--- src/rtl/hammer_judge.sv ---
// Player-side judge: debounces keypad strikes, matches them against mole slots,
// and keeps score/combo/misses/lives under an IDLE/PLAY/OVER game FSM. Macro: COMBO_BONUS_EN.
module hammer_judge #(
    parameter logic [19:0] DEBOUNCE_CYCLES = 20'd500000,
    parameter logic [3:0]  INIT_LIVES      = 4'd5,
    parameter logic [7:0]  COMBO_TH        = 8'd10
) (
    input  logic        clk,
    input  logic        rst_n,
    input  logic [8:0]  keys,
    input  logic [19:0] moles,
    input  logic        survival,
    input  logic        start,
    output logic [4:0]  kill_list,
    output logic [15:0] score,
    output logic [7:0]  combo,
    output logic [7:0]  miss_cnt,
    output logic [3:0]  lives,
    output logic        game_over
);

    localparam int unsigned N_HOLES = 9;
    localparam int unsigned N_SLOTS = 5;
    localparam int unsigned SLOT_W  = 4;
    localparam int unsigned CNT_W   = 20;

    typedef enum logic [1:0] {
        S_IDLE = 2'd0,
        S_PLAY = 2'd1,
        S_OVER = 2'd2
    } state_t;

    logic [N_HOLES-1:0] r_sync1;
    logic [N_HOLES-1:0] r_sync2;
    logic [N_HOLES-1:0] r_deb;
    logic [N_HOLES-1:0] r_deb_d;
    logic [CNT_W-1:0]   r_cnt [N_HOLES];

    state_t             r_state;
    logic [N_SLOTS-1:0] r_kill_list;
    logic [15:0]        r_score;
    logic [7:0]         r_combo;
    logic [7:0]         r_miss_cnt;
    logic [3:0]         r_lives;
    logic               r_game_over;

    logic [N_HOLES-1:0] w_strike;
    logic [N_HOLES-1:0] w_matched;
    logic [N_SLOTS-1:0] w_hit;
    logic [2:0]         w_kills;
    logic [3:0]         w_misses;
    logic [3:0]         w_gain;
    logic [16:0]        w_score_sum;
    logic [8:0]         w_combo_sum;
    logic [8:0]         w_miss_sum;
    logic [15:0]        w_score_sat;
    logic [7:0]         w_combo_sat;
    logic [7:0]         w_miss_sat;

    // Synchronize and debounce every key; runs regardless of game state.
    always_ff @(posedge clk or negedge rst_n) begin
        if (!rst_n) begin
            r_sync1 <= '0;
            r_sync2 <= '0;
            r_deb   <= '0;
            r_deb_d <= '0;
            for (int h = 0; h < N_HOLES; h++) begin
                r_cnt[h] <= '0;
            end
        end else begin
            r_sync1 <= keys;
            r_sync2 <= r_sync1;
            r_deb_d <= r_deb;
            for (int h = 0; h < N_HOLES; h++) begin
                if (r_sync2[h] == r_deb[h]) begin
                    r_cnt[h] <= '0;
                end else if (r_cnt[h] == DEBOUNCE_CYCLES - 20'd1) begin
                    r_deb[h] <= r_sync2[h];
                    r_cnt[h] <= '0;
                end else begin
                    r_cnt[h] <= r_cnt[h] + CNT_W'(1);
                end
            end
        end
    end

    assign w_strike = r_deb & ~r_deb_d;

    // Slot/hole matching; slot locations 9..15 can never equal a hole index.
    always_comb begin
        w_hit     = '0;
        w_matched = '0;
        for (int i = 0; i < N_SLOTS; i++) begin
            for (int h = 0; h < N_HOLES; h++) begin
                if (moles[SLOT_W*i +: SLOT_W] == SLOT_W'(h) && w_strike[h]) begin
                    w_hit[i]     = 1'b1;
                    w_matched[h] = 1'b1;
                end
            end
        end
        w_kills = '0;
        for (int i = 0; i < N_SLOTS; i++) begin
            w_kills = w_kills + 3'(w_hit[i]);
        end
        w_misses = '0;
        for (int h = 0; h < N_HOLES; h++) begin
            w_misses = w_misses + 4'(w_strike[h] & ~w_matched[h]);
        end
    end

`ifdef COMBO_BONUS_EN
    assign w_gain = (r_combo >= COMBO_TH) ? {w_kills, 1'b0} : {1'b0, w_kills};
`else
    logic w_unused_combo_th;
    assign w_unused_combo_th = ^COMBO_TH;
    assign w_gain = {1'b0, w_kills};
`endif

    assign w_score_sum = 17'(r_score) + 17'(w_gain);
    assign w_combo_sum = 9'(r_combo) + 9'(w_kills);
    assign w_miss_sum  = 9'(r_miss_cnt) + 9'(w_misses);
    assign w_score_sat = w_score_sum[16] ? 16'hFFFF : w_score_sum[15:0];
    assign w_combo_sat = w_combo_sum[8] ? 8'hFF : w_combo_sum[7:0];
    assign w_miss_sat  = w_miss_sum[8] ? 8'hFF : w_miss_sum[7:0];

    // Game FSM with registered outputs; start wins over everything else.
    always_ff @(posedge clk or negedge rst_n) begin
        if (!rst_n) begin
            r_state     <= S_IDLE;
            r_kill_list <= '0;
            r_score     <= '0;
            r_combo     <= '0;
            r_miss_cnt  <= '0;
            r_lives     <= INIT_LIVES;
            r_game_over <= 1'b0;
        end else begin
            r_kill_list <= '0;
            if (start) begin
                r_state     <= S_PLAY;
                r_score     <= '0;
                r_combo     <= '0;
                r_miss_cnt  <= '0;
                r_lives     <= INIT_LIVES;
                r_game_over <= 1'b0;
            end else begin
                case (r_state)
                    S_PLAY: begin
                        r_kill_list <= w_hit;
                        r_score     <= w_score_sat;
                        r_miss_cnt  <= w_miss_sat;
                        r_combo     <= (w_misses != 4'd0 || survival) ? 8'd0 : w_combo_sat;
                        if (survival) begin
                            r_lives <= (r_lives == 4'd0) ? 4'd0 : r_lives - 4'd1;
                            if (r_lives == 4'd1) begin
                                r_state     <= S_OVER;
                                r_game_over <= 1'b1;
                            end
                        end
                    end
                    default: begin
                        r_state <= r_state;
                    end
                endcase
            end
        end
    end

    assign kill_list = r_kill_list;
    assign score     = r_score;
    assign combo     = r_combo;
    assign miss_cnt  = r_miss_cnt;
    assign lives     = r_lives;
    assign game_over = r_game_over;

endmodule
--- config.mk ---
export PLATFORM = sky130hd
export DESIGN_NAME = hammer_judge
export DESIGN_NICKNAME = d
export VERILOG_FILES = /design/src/rtl/hammer_judge.sv
export SDC_FILE = /design/constraint.sdc
export NUM_CORES = 1
export LEC_CHECK = 0
export ABC_CLOCK_PERIOD_IN_PS = 8500
export CORE_MARGIN = 3
export CORE_UTILIZATION = 50
export DETAILED_ROUTE_END_ITERATION = 10
export PLACE_DENSITY = 0.73
export SLEW_MARGIN = 20
export SYNTH_ARGS = -nofsm -noshare
export SYNTH_HDL_FRONTEND = slang
export SYNTH_SLANG_ARGS = --single-unit
--- constraint.sdc ---
create_clock -name clk -period 8.5 [get_ports clk]
set_input_delay 2.125 -clock clk [delete_from_list [all_inputs] [get_ports clk]]
set_output_delay 2.125 -clock clk [all_outputs]
set_load 0.02 [all_outputs]
==> Word level (Yosys, flattened, before mapping) <==
Cells that the tools add are included.
W data, S select, Z words.
{ "word_totals": {"regBits": 260, "inputBits": 33, "output_inout_bits": 42, "word_cells": 340} }
{ "classes": {"addsub": 25, "n_eq_ne": 60, "n_mux": 131, "n_bitwise": 29, "reduce_logical": 67} }
{ "ops": {"columns": ["cell", "count"], "rows": [
  ["$mux W20", 18],
  ["$add A20 B1 Y20 const B", 9],
  ["$eq A20 B19 Y1 const B", 9],
  ["$mux W1", 93],
  ["$eq A4 B3 Y1 const B", 20],
  ["$mux W8", 7],
  ["$mux W16", 3],
  ["$logic_and A1 B1 Y1", 45],
  ["$eq A4 B2 Y1 const B", 10],
  ["$and A1 B4 Y4", 9],
  ["$not A1 Y4", 9],
  ["$add A4 B4 Y4", 8],
  ["$eq A4 B1 Y1 const B", 6],
  ["$logic_not A4 Y1", 6],
  ["$eq A4 B4 Y1 const B", 5],
  ["$reduce_and A2 Y1", 10],
  ["$add A16 B3 Y17", 1],
  ["$mux W4", 4],
  ["$mux W5", 2],
  ["$add A8 B3 Y9", 1],
  ["$add A8 B4 Y9", 1],
  ["$and A9 B9 Y9", 1],
  ["$eq A1 B1 Y1", 9],
  ["$not A1 Y1", 9],
  ["11 further kinds", 17]
]} }

==> Longest topological paths before layout <==
Gate-level depths: netlist of the first run.
{ "logic_depth": {"word_depth": 23, "mapped_depth": 18, "depth_no_buf": 17} }

==> Least setup slack after synthesis of the first run <==
No wires, ideal clock.
{ "synth_timing": {"path_type": "input to register", "startpoint": "in moles[1]", "endpoint": "reg r_miss_cnt[2], in the netlist miss_cnt[2]", "setup_time_ns": 0.140, "t_arrival_ns": 6.797, "required_time_ns": 8.360, "slack_ns": 1.562, "cell_stages": 16, "path_buffers": 1, "cell_sequence": "clkbuf_1 > nand2b_1 > nor3_1 > a2111oi_0 > nand3_1 > fa_1 > fa_1 > fa_1 > fa_1 > fa_1 > xnor2_1 > ha_1 > nor2b_1 > o21a_1 > o21ai_0 > a31oi_1"} }
{ "synth_between": {"elab_chain_cells": 21, "elab_cells_between_ends": 93, "classes_between": "add/sub (9); eq/ne (8); mux (48); bitwise (18); reduce/logical (10)"} }
{ "synth_rtl": {"columns": ["element", "line", "text"], "rows": [
  ["start, declared", "11", "input logic [19:0] moles,"],
  ["$eq A4 B1 Y1 or $logic_not A4 Y1 (tied branches)", "95", "if (moles[SLOT_W*i +: SLOT_W] == SLOT_W'(h) && w_strike[h]) begin"],
  ["$logic_and A1 B1 Y1", "95", null],
  ["$mux W1 (5 in a row)", "95", null],
  ["$not A1 Y4", "107", "w_misses = w_misses + 4'(w_strike[h] & ~w_matched[h]);"],
  ["$and A1 B4 Y4", "107", null],
  ["$add A4 B4 Y4 (7 in a row)", "107", null],
  ["$add A4 B4 Y4 *", "107", null],
  ["$add A8 B4 Y9 *", "121", "assign w_miss_sum = 9'(r_miss_cnt) + 9'(w_misses);"],
  ["$mux W8 *", "124", "assign w_miss_sat = w_miss_sum[8] ? 8'hFF : w_miss_sum[7:0];"],
  ["$mux W8 *", "146", "case (r_state)"],
  ["$mux W8 *", "138", "if (start) begin"],
  ["end signal, assigned", "150", "r_miss_cnt <= w_miss_sat;"],
  ["end, declared", "43", "logic [7:0] r_miss_cnt;"]
]} }
Mark *: on every way between the ends. The rest lies on a longest branch, timed or not. The select of a mux whose other input is x is not followed.
A chain may end at the register's enable or synchronous reset.

==> Final worst setup path of the first run <==
{ "layout_timing": {"startpoint": "in moles[17]", "endpoint": "reg r_miss_cnt[1], in the netlist miss_cnt[1]"} }
{ "layout_between": {"elab_chain_cells": 17, "elab_cells_between_ends": 57, "classes_between": "add/sub (9); eq/ne (8); mux (12); bitwise (18); reduce/logical (10)"} }
{ "layout_rtl": {"columns": ["element", "line"], "rows": [
  ["$eq A4 B1 Y1 or $logic_not A4 Y1 (tied branches)", "95"],
  ["$logic_and A1 B1 Y1", "95"],
  ["$mux W1", "95"],
  ["$not A1 Y4", "107"],
  ["$and A1 B4 Y4", "107"],
  ["$add A4 B4 Y4 (7 in a row)", "107"],
  ["$add A4 B4 Y4 *", "107"],
  ["$add A8 B4 Y9 *", "121"],
  ["$mux W8 *", "124"],
  ["$mux W8 *", "146"],
  ["$mux W8 *", "138"]
]} }
Marked as above.

==> results of run 1 <==
## registers in the layout, summed over array words and instances, names as in the netlist
signal	flops
miss_cnt	8
combo	8
r_state	2
score	16
r_deb_d	9
r_deb	9
kill_list	5
r_cnt	180
lives	4
r_sync2	9
r_sync1	9
## stage by stage
step	worst slack (ns)	power (uW)	cell area [sq um]
finish	0.9763	2787	16060
global route	0.6486	2898	16060
CTS	1.055	2822	16060
detailed placement	0.5183	1460	15000
global placement	0.6976	1455	15000
floorplan	1.562	1377	13880
## worst max-delay path: cells and delay by family
kind | cells | cell delay [ns]
and+or+nand+nor | 4 | 0.61
xor gates and xnor gates | 1 | 0.38
buffers and inverters | 1 | 0.72
adders and majority gates | 6 | 2.86
AOI/OAI and AO/OA | 4 | 1.24
## Yosys cell counts (all sizes together), types with 6 or more instances
cell	n	share of area, %
and4	17	1.1
mux2	11	0.89
ha	22	2.0
fa	10	1.4
nand4b	6	0.38
nand3	76	2.7
clkbuf	33	0.90
buf	11	0.38
a211oi	11	0.59
nor4b	11	0.69
nand2b	13	0.59
mux2i	6	0.43
and3	19	0.86
xnor2	72	4.5
nand4	51	2.6
or4	37	2.0
dfrtp	257	46
a21oi	67	2.4
nor4bb	7	0.50
and2	8	0.36
o21ai	46	1.7
inv	64	1.7
nor4	39	1.9
nand2	87	2.4
nor2b	24	1.1
or3	29	1.3
xor2	49	3.1
nor3	38	1.4
nor2	163	4.4
o31ai	32	1.8
a31oi	23	1.0
## cells by family after synthesis
group / after synthesis
AND/OR/NAND/NOR: 653
flip-flops: 259
AO/OA/AOI/OAI: 242
XOR/XNOR: 121
buffers and inverters: 108
adder cells (fa/ha/maj): 32
multiplexers: 19
## placed cells by master, fill, tap and decap left out, types with 36 or more instances in the layout
cell type        count
dfrtp_1            257
nor2_1             163
nand2_1             87
nand3_1             76
clkdlybuf4s50_1     73
xnor2_1             72
a21oi_1             67
inv_1               64
xor2_1              49
nand4_1             48
o21ai_0             44
nor3_1              38
nor4_1              38
or4_1               36
## final timing paths
check / start / end / slack [ns] / depth (start not counted)
min in group asynchronous: rst_n / r_cnt[131] / 1.56 / 1
worst max-delay path: moles[17] / miss_cnt[1] / 0.98 / 16
max in group asynchronous: rst_n / r_deb_d[8] / 5.59 / 2
worst min register to register: r_sync1[3] / r_sync2[3] / 0.35 / 0
worst min-delay path: r_sync1[3] / r_sync2[3] / 0.35 / 0
worst max register to register: r_deb[1] / miss_cnt[1] / 2.92 / 14
## layer usage
metal | wire length [um] | GRT usage (%) | up-vias
li1 | - | - | 5394
met1 | 14310 | 28.59 | 5384
met2 | 14220 | 32.97 | 261
met3 | 1370 | 3.228 | 65
met4 | 792 | 5.914 | 0
met5 | 0 | 0 | -
## power by group through the flow
stage	clock network (uW)	logic (uW)	registers, uW
6_report	1350	159	1280
5_1_grt	1440	181	1280
4_1_cts	1380	162	1280
3_5_place_dp	0	161	1300
3_3_place_gp	0	158	1300
2_1_floorplan	0	76.6	1300
## cell type report
| class | count | area (sq um) | area share (%) |
|---|---|---|---|
| multi-input combinational | 1067 | 6982 | 43.47 |
| clock buffer | 36 | 822.0 | 5.118 |
| tap | 372 | 465.4 | 2.898 |
| inverter | 64 | 240.2 | 1.496 |
| timing repair buffer | 83 | 825.8 | 5.142 |
| clock inverter | 18 | 241.5 | 1.504 |
| sequential | 259 | 6484 | 40.37 |
==> results.txt, run 1 <==
Avg WL per Cell -> 16.16 um
Largest family of logic cells by synthesized area -> simple AND/OR/NAND/NOR gates
Global Route Usage Sum -> 20.36%
Worst skew pair latency -> 0.56 ns
Maximum Capacitance Violations -> 0
Final setup fails -> 0
Final core occ -> 59.26%
Die ar. -> 29800 sq um
Int Pwr -> 2154 uW
Clock Skew -> 0.01625 ns
Post-cts sizing count -> 0
Hold Violations, Final -> 0
Post-synth EDFFs -> 0
Syn avg cell area -> 9.682 sq um
Yosys cell types -> 76
DR vias/cell -> 5.847
Die width -> 172.6 um
Synth Area in Compound Gates -> 11.63%
Leakage power -> 0.006446 uW
Largest fanout on the critical path -> 14
Final-report max-slew violation count -> 0
Max clock buf depth -> 3
Ant diodes -> 0
Fmax -> 132.9 MHz
H-tree depth -> 1
Sw Ratio -> 22.71%
Nets -> 1569
Root buffer cell -> clkbuf_16
Post-synth ARST share -> 100.0%
Final non-filler cell total -> 1899
Routed vias -> 11100
Max-slew headroom -> 33.97%
CP required -> 8.92 ns
Num CTS Buffers -> 29
HPWL Detailed -> 21360 um
Crit start category -> primary input
Initial core utilization -> 51.23%
Placed Cells -> 1845
First-pass GRT wire length -> 52520 um
Std cell rows -> 60
Simple-Gate Fraction of Synth Area -> 25.95%
WS Path Type -> primary input to flop
Status -> complete, no violations
PwrDens -> 173.5 nW/um^2
Flops & latches, synth -> 259
CTS Hold Buffers Added -> 0
Worst path arrival time -> 7.94 ns
DRT antenna net count -> 0
Area delta synth->final -> 15.68%
DR iter-0 viols -> 1030
Share of layout cells above drive strength 1 -> 6.614%
Routability cong. -> 0.8834
Routed WL -> 30700 um
Filler instances -> 2314
Sink Count -> 259
Synth Area in XOR/XNOR -> 7.633%
Die Y -> 172.6 um
Sw Pwr -> 632.9 uW
Antenna violations before repair -> 0
Vias in the first global route -> 10770
Syn Nets -> 1499
Gate power share -> 5.7%
CTS tree -> built
Sequential group share of total power -> 45.8%
Shortest period the worst path allows -> 7.524 ns
RSZ-0062 raised after global routing -> no
Gr ovfl total -> 0
Worst Tran Pin Value -> 0.9870 ns
Min-Delay Path Class -> flop to flop
Synth warnings -> 0
Period utilization -> 88.51%
Fin Setup TNS -> 0 ns
Clk network pwr share -> 48.5%
Worst setup EP type -> flop
Post-Syn Instances -> 1434
Post-Synth Adder-Cell Area -> 3.425%
Post-Syn Area -> 13880 sq um
CTS clk-pin slew, worst paths -> 0.06 ns
Predominant post-synthesis flop cell -> dfrtp_1
Most frequent CP cell -> fa_1
Remaining DRCs -> 0
Fin Hold WS -> 0.3499 ns
CP Cell Sequence -> clkdlybuf4s50_1, nand2b_1, nor3_1, a2111oi_0, nand3_1, fa_1, fa_1, fa_1, fa_1, fa_1, xnor2_1, ha_1, nor2b_1, o21a_1, o21ai_0, a31oi_1
DRT Pass-1 Iters -> 5
Post-synthesis sequential area ratio -> 46.70%
PortBufs -> 74
Peak supply drop -> 146.7 uV
Core ar. -> 27100 sq um
Mux cell area share after synthesis -> 1.649%
Crit-path slowest cell -> clkdlybuf4s50_1
IO Pins -> 75
Largest net degree at the start of global routing -> 170
Worst stage delay on the critical path -> 0.72 ns
Post-CTS Setup Inserts -> 0
(Power assumes the default switching activity.)
==> inputs of run 2 (changes only) <==
--- a/config.mk
+++ b/config.mk
@@ -5,11 +5,10 @@
 export SDC_FILE = /design/constraint.sdc
 export NUM_CORES = 1
 export LEC_CHECK = 0
-export ABC_CLOCK_PERIOD_IN_PS = 8500
 export CORE_MARGIN = 3
 export CORE_UTILIZATION = 50
 export DETAILED_ROUTE_END_ITERATION = 10
-export PLACE_DENSITY = 0.73
+export PLACE_DENSITY = 0.76
 export SLEW_MARGIN = 20
 export SYNTH_ARGS = -nofsm -noshare
 export SYNTH_HDL_FRONTEND = slang
==> constraint.sdc (replaced) <==
create_clock -name clk -period 6.1 [get_ports clk]
set_input_delay 1.525 -clock clk [delete_from_list [all_inputs] [get_ports clk]]
set_output_delay 1.525 -clock clk [all_outputs]
set_load 0.02 [all_outputs]
==> results.txt, run 2 (synthesized netlist as in run 1, its figures left out) <==
Status -> complete, no violations
Final Power -> 3807 uW (+37%)
Largest fanout on the critical path -> 7 (-7)
Num CTS Buffers -> 28 (-3.4%)
Largest register FFs -> 180 (unchanged)
Min-Delay Path Class -> flop to flop
Sink Count -> 259 (unchanged)
WS Path Type -> primary input to flop
Max-slew headroom -> 34.91% (+0.94 points)
Die Y -> 172.6 um (unchanged)
Crit start category -> primary input
Gr ovfl total -> 0 (unchanged)
DRT Pass-1 Iters -> 5 (unchanged)
Max clock buf depth -> 3 (unchanged)
Worst Tran Pin Value -> 0.9730 ns (-0.01406 ns)
CP required -> 6.55 ns (-2.37 ns)
Worst skew pair latency -> 0.55 ns (about the same)
WP buf/inv -> 4 (+3)
Std cell rows -> 60 (unchanged)
Fmax -> 167.8 MHz
Die width -> 172.6 um (unchanged)
DR iter-0 viols -> 827 (-20%)
IO Pins -> 75 (unchanged)
Worst path arrival time -> 6.40 ns (-1.54 ns)
Initial core utilization -> 51.23% (unchanged)
Nets -> 1628 (+3.8%)
Root buffer cell -> clkbuf_16
Remaining DRCs -> 0 (unchanged)
CP Cell Sequence -> clkdlybuf4s50_1, buf_6, nor2_1, a221oi_2, nand4_1, fa_1, fa_1, fa_1, fa_2, fa_2, inv_1, ha_1, a211oi_2, buf_4, nor2_1, a221oi_1
DRT antenna net count -> 0 (unchanged)
Commonest cells after routing, fill and taps aside -> 257 x dfrtp_1, 163 x nor2_1, 87 x nand2_1, 76 x nand3_1, 72 x clkdlybuf4s50_1
Clock Skew -> 0.008085 ns (-0.008165 ns)
Filler instances -> 2264 (-2.2%)
Routed vias -> 11420 (+2.8%)
Antenna violations before repair -> 2 (+2)
Worst hold path depth -> 0 (unchanged)
Maximum Capacitance Violations -> 0 (unchanged)
Leakage power -> 0.006745 uW (+4.6%)
Vias in the first global route -> 11000 (+2.1%)
Area delta synth->final -> 18.87%
Fin Setup TNS -> 0 ns (unchanged)
Multi-input logic area -> 7028 sq um (+0.66%)
PwrDens -> 230.7 nW/um^2 (+33%)
HPWL Detailed -> 21990 um (+2.9%)
CTS Hold Buffers Added -> 0 (unchanged)
Most frequent CP cell -> fa_1
First-pass GRT wire length -> 53140 um (+1.2%)
Commonest non-fill, non-tap cell in the layout -> dfrtp_1
Worst setup EP type -> flop
Routed WL -> 31340 um (+2.1%)
H-tree depth -> 1 (unchanged)
Period utilization -> 97.68%
CTS tree -> built
Most flops, register -> r_cnt
Dpl cell area -> 15460 sq um (+3.1%)
Final-report max-slew violation count -> 0 (unchanged)
PortBufs -> 74 (unchanged)
Register area -> 6484 sq um (unchanged)
Largest net degree at the start of global routing -> 106 (-38%)
Levels on crit path -> 16 (unchanged)
Avg WL per Cell -> 16.01 um (-0.98%)
R2R cell count -> 15 (+1)
Peak supply drop -> 225.6 uV (+54%)
Die ar. -> 29800 sq um (unchanged)
Global Route Usage Sum -> 20.57% (+0.20 points)
Delay-heaviest family, CP -> adder cells
Shortest period the worst path allows -> 5.959 ns
Final Cell Area -> 16500 sq um (+2.8%)
Core ar. -> 27100 sq um (unchanged)
DR vias/cell -> 5.830 (-0.30%)
Final setup fails -> 0 (unchanged)
Routability cong. -> 0.9283 (+5.1%)
Hold Violations, Final -> 0 (unchanged)
CTS clk-pin slew, worst paths -> 0.06 ns (about the same)
Share of layout cells above drive strength 1 -> 10.48% (+3.9 points)
Worst stage delay on the critical path -> 0.62 ns (-0.10 ns)
Crit-path slowest cell -> fa_2
## run 2: cell type report
type | count | area share [%]
sequential | 259 | 39.29
inverter | 64 | 1.456
clock buffer | 38 | 4.958
tap | 372 | 2.820
clock inverter | 13 | 1.046
timing repair buffer | 143 | 7.817
antenna | 2 | 0.03033
multi-input combinational | 1067 | 42.59
## run 2: what timing repair did
action	CTS	global route
resized for setup	4	10
cloned	0	0
setup endpoints to repair	8	13
buffers inserted	0	0
pin swaps	1	11
## run 2: worst register-to-register path: stages (launching register included)
cell and delay [ns]:
dfrtp_1 0.45, nand2b_1 0.21, nor4_1 0.23, buf_4 0.18, nand4b_1 0.13, fa_1 0.46, fa_1 0.55, fa_1 0.44
fa_2 0.38, fa_2 0.62, inv_1 0.05, ha_1 0.31, a211oi_2 0.33, buf_4 0.16, nor2_1 0.03, a221oi_1 0.24
## run 2: routing by layer
metal  up-vias  track usage [%]  routed length, um
li1       5522                -                  -
met1      5542            28.61              14050
met2       308            34.28              14930
met3        43            3.162               1745
met4         0            4.799                613
met5         -                0                  0
## run 2: power by group
part	switching, uW	internal (uW)	leakage, uW
Sequential	30.5	1750	0.00354
Combinational	147	102	0.00271
Clock	708	1070	0.000495
Total	886	2920	0.00674
## run 2: per-stage QoR
step	cells	setup WS, ns	hold slack (ns)	utilization (%)
6_report	1958	0.1412	0.3469	60.90
5_1_grt	1958	-0.02235	0.3503	60.90
4_1_cts	1956	0.01346	0.3483	60.73
3_5_place_dp	1905	-0.6753	0.3347	57.04
3_3_place_gp	1905	-0.5604	0.3318	57.04
2_1_floorplan	1434	0.02418	0.3312	-
## run 2: worst paths after layout
check                      startpoint            to  slack, ns
setup / recovery             moles[1]   miss_cnt[7]       0.14
hold / removal             r_sync1[0]    r_sync2[0]       0.35
setup reg to reg             r_deb[3]   miss_cnt[7]       1.21
hold reg to reg            r_sync1[0]    r_sync2[0]       0.35
max in group asynchronous       rst_n      r_deb[1]       3.95
min in group asynchronous       rst_n  kill_list[3]       0.99
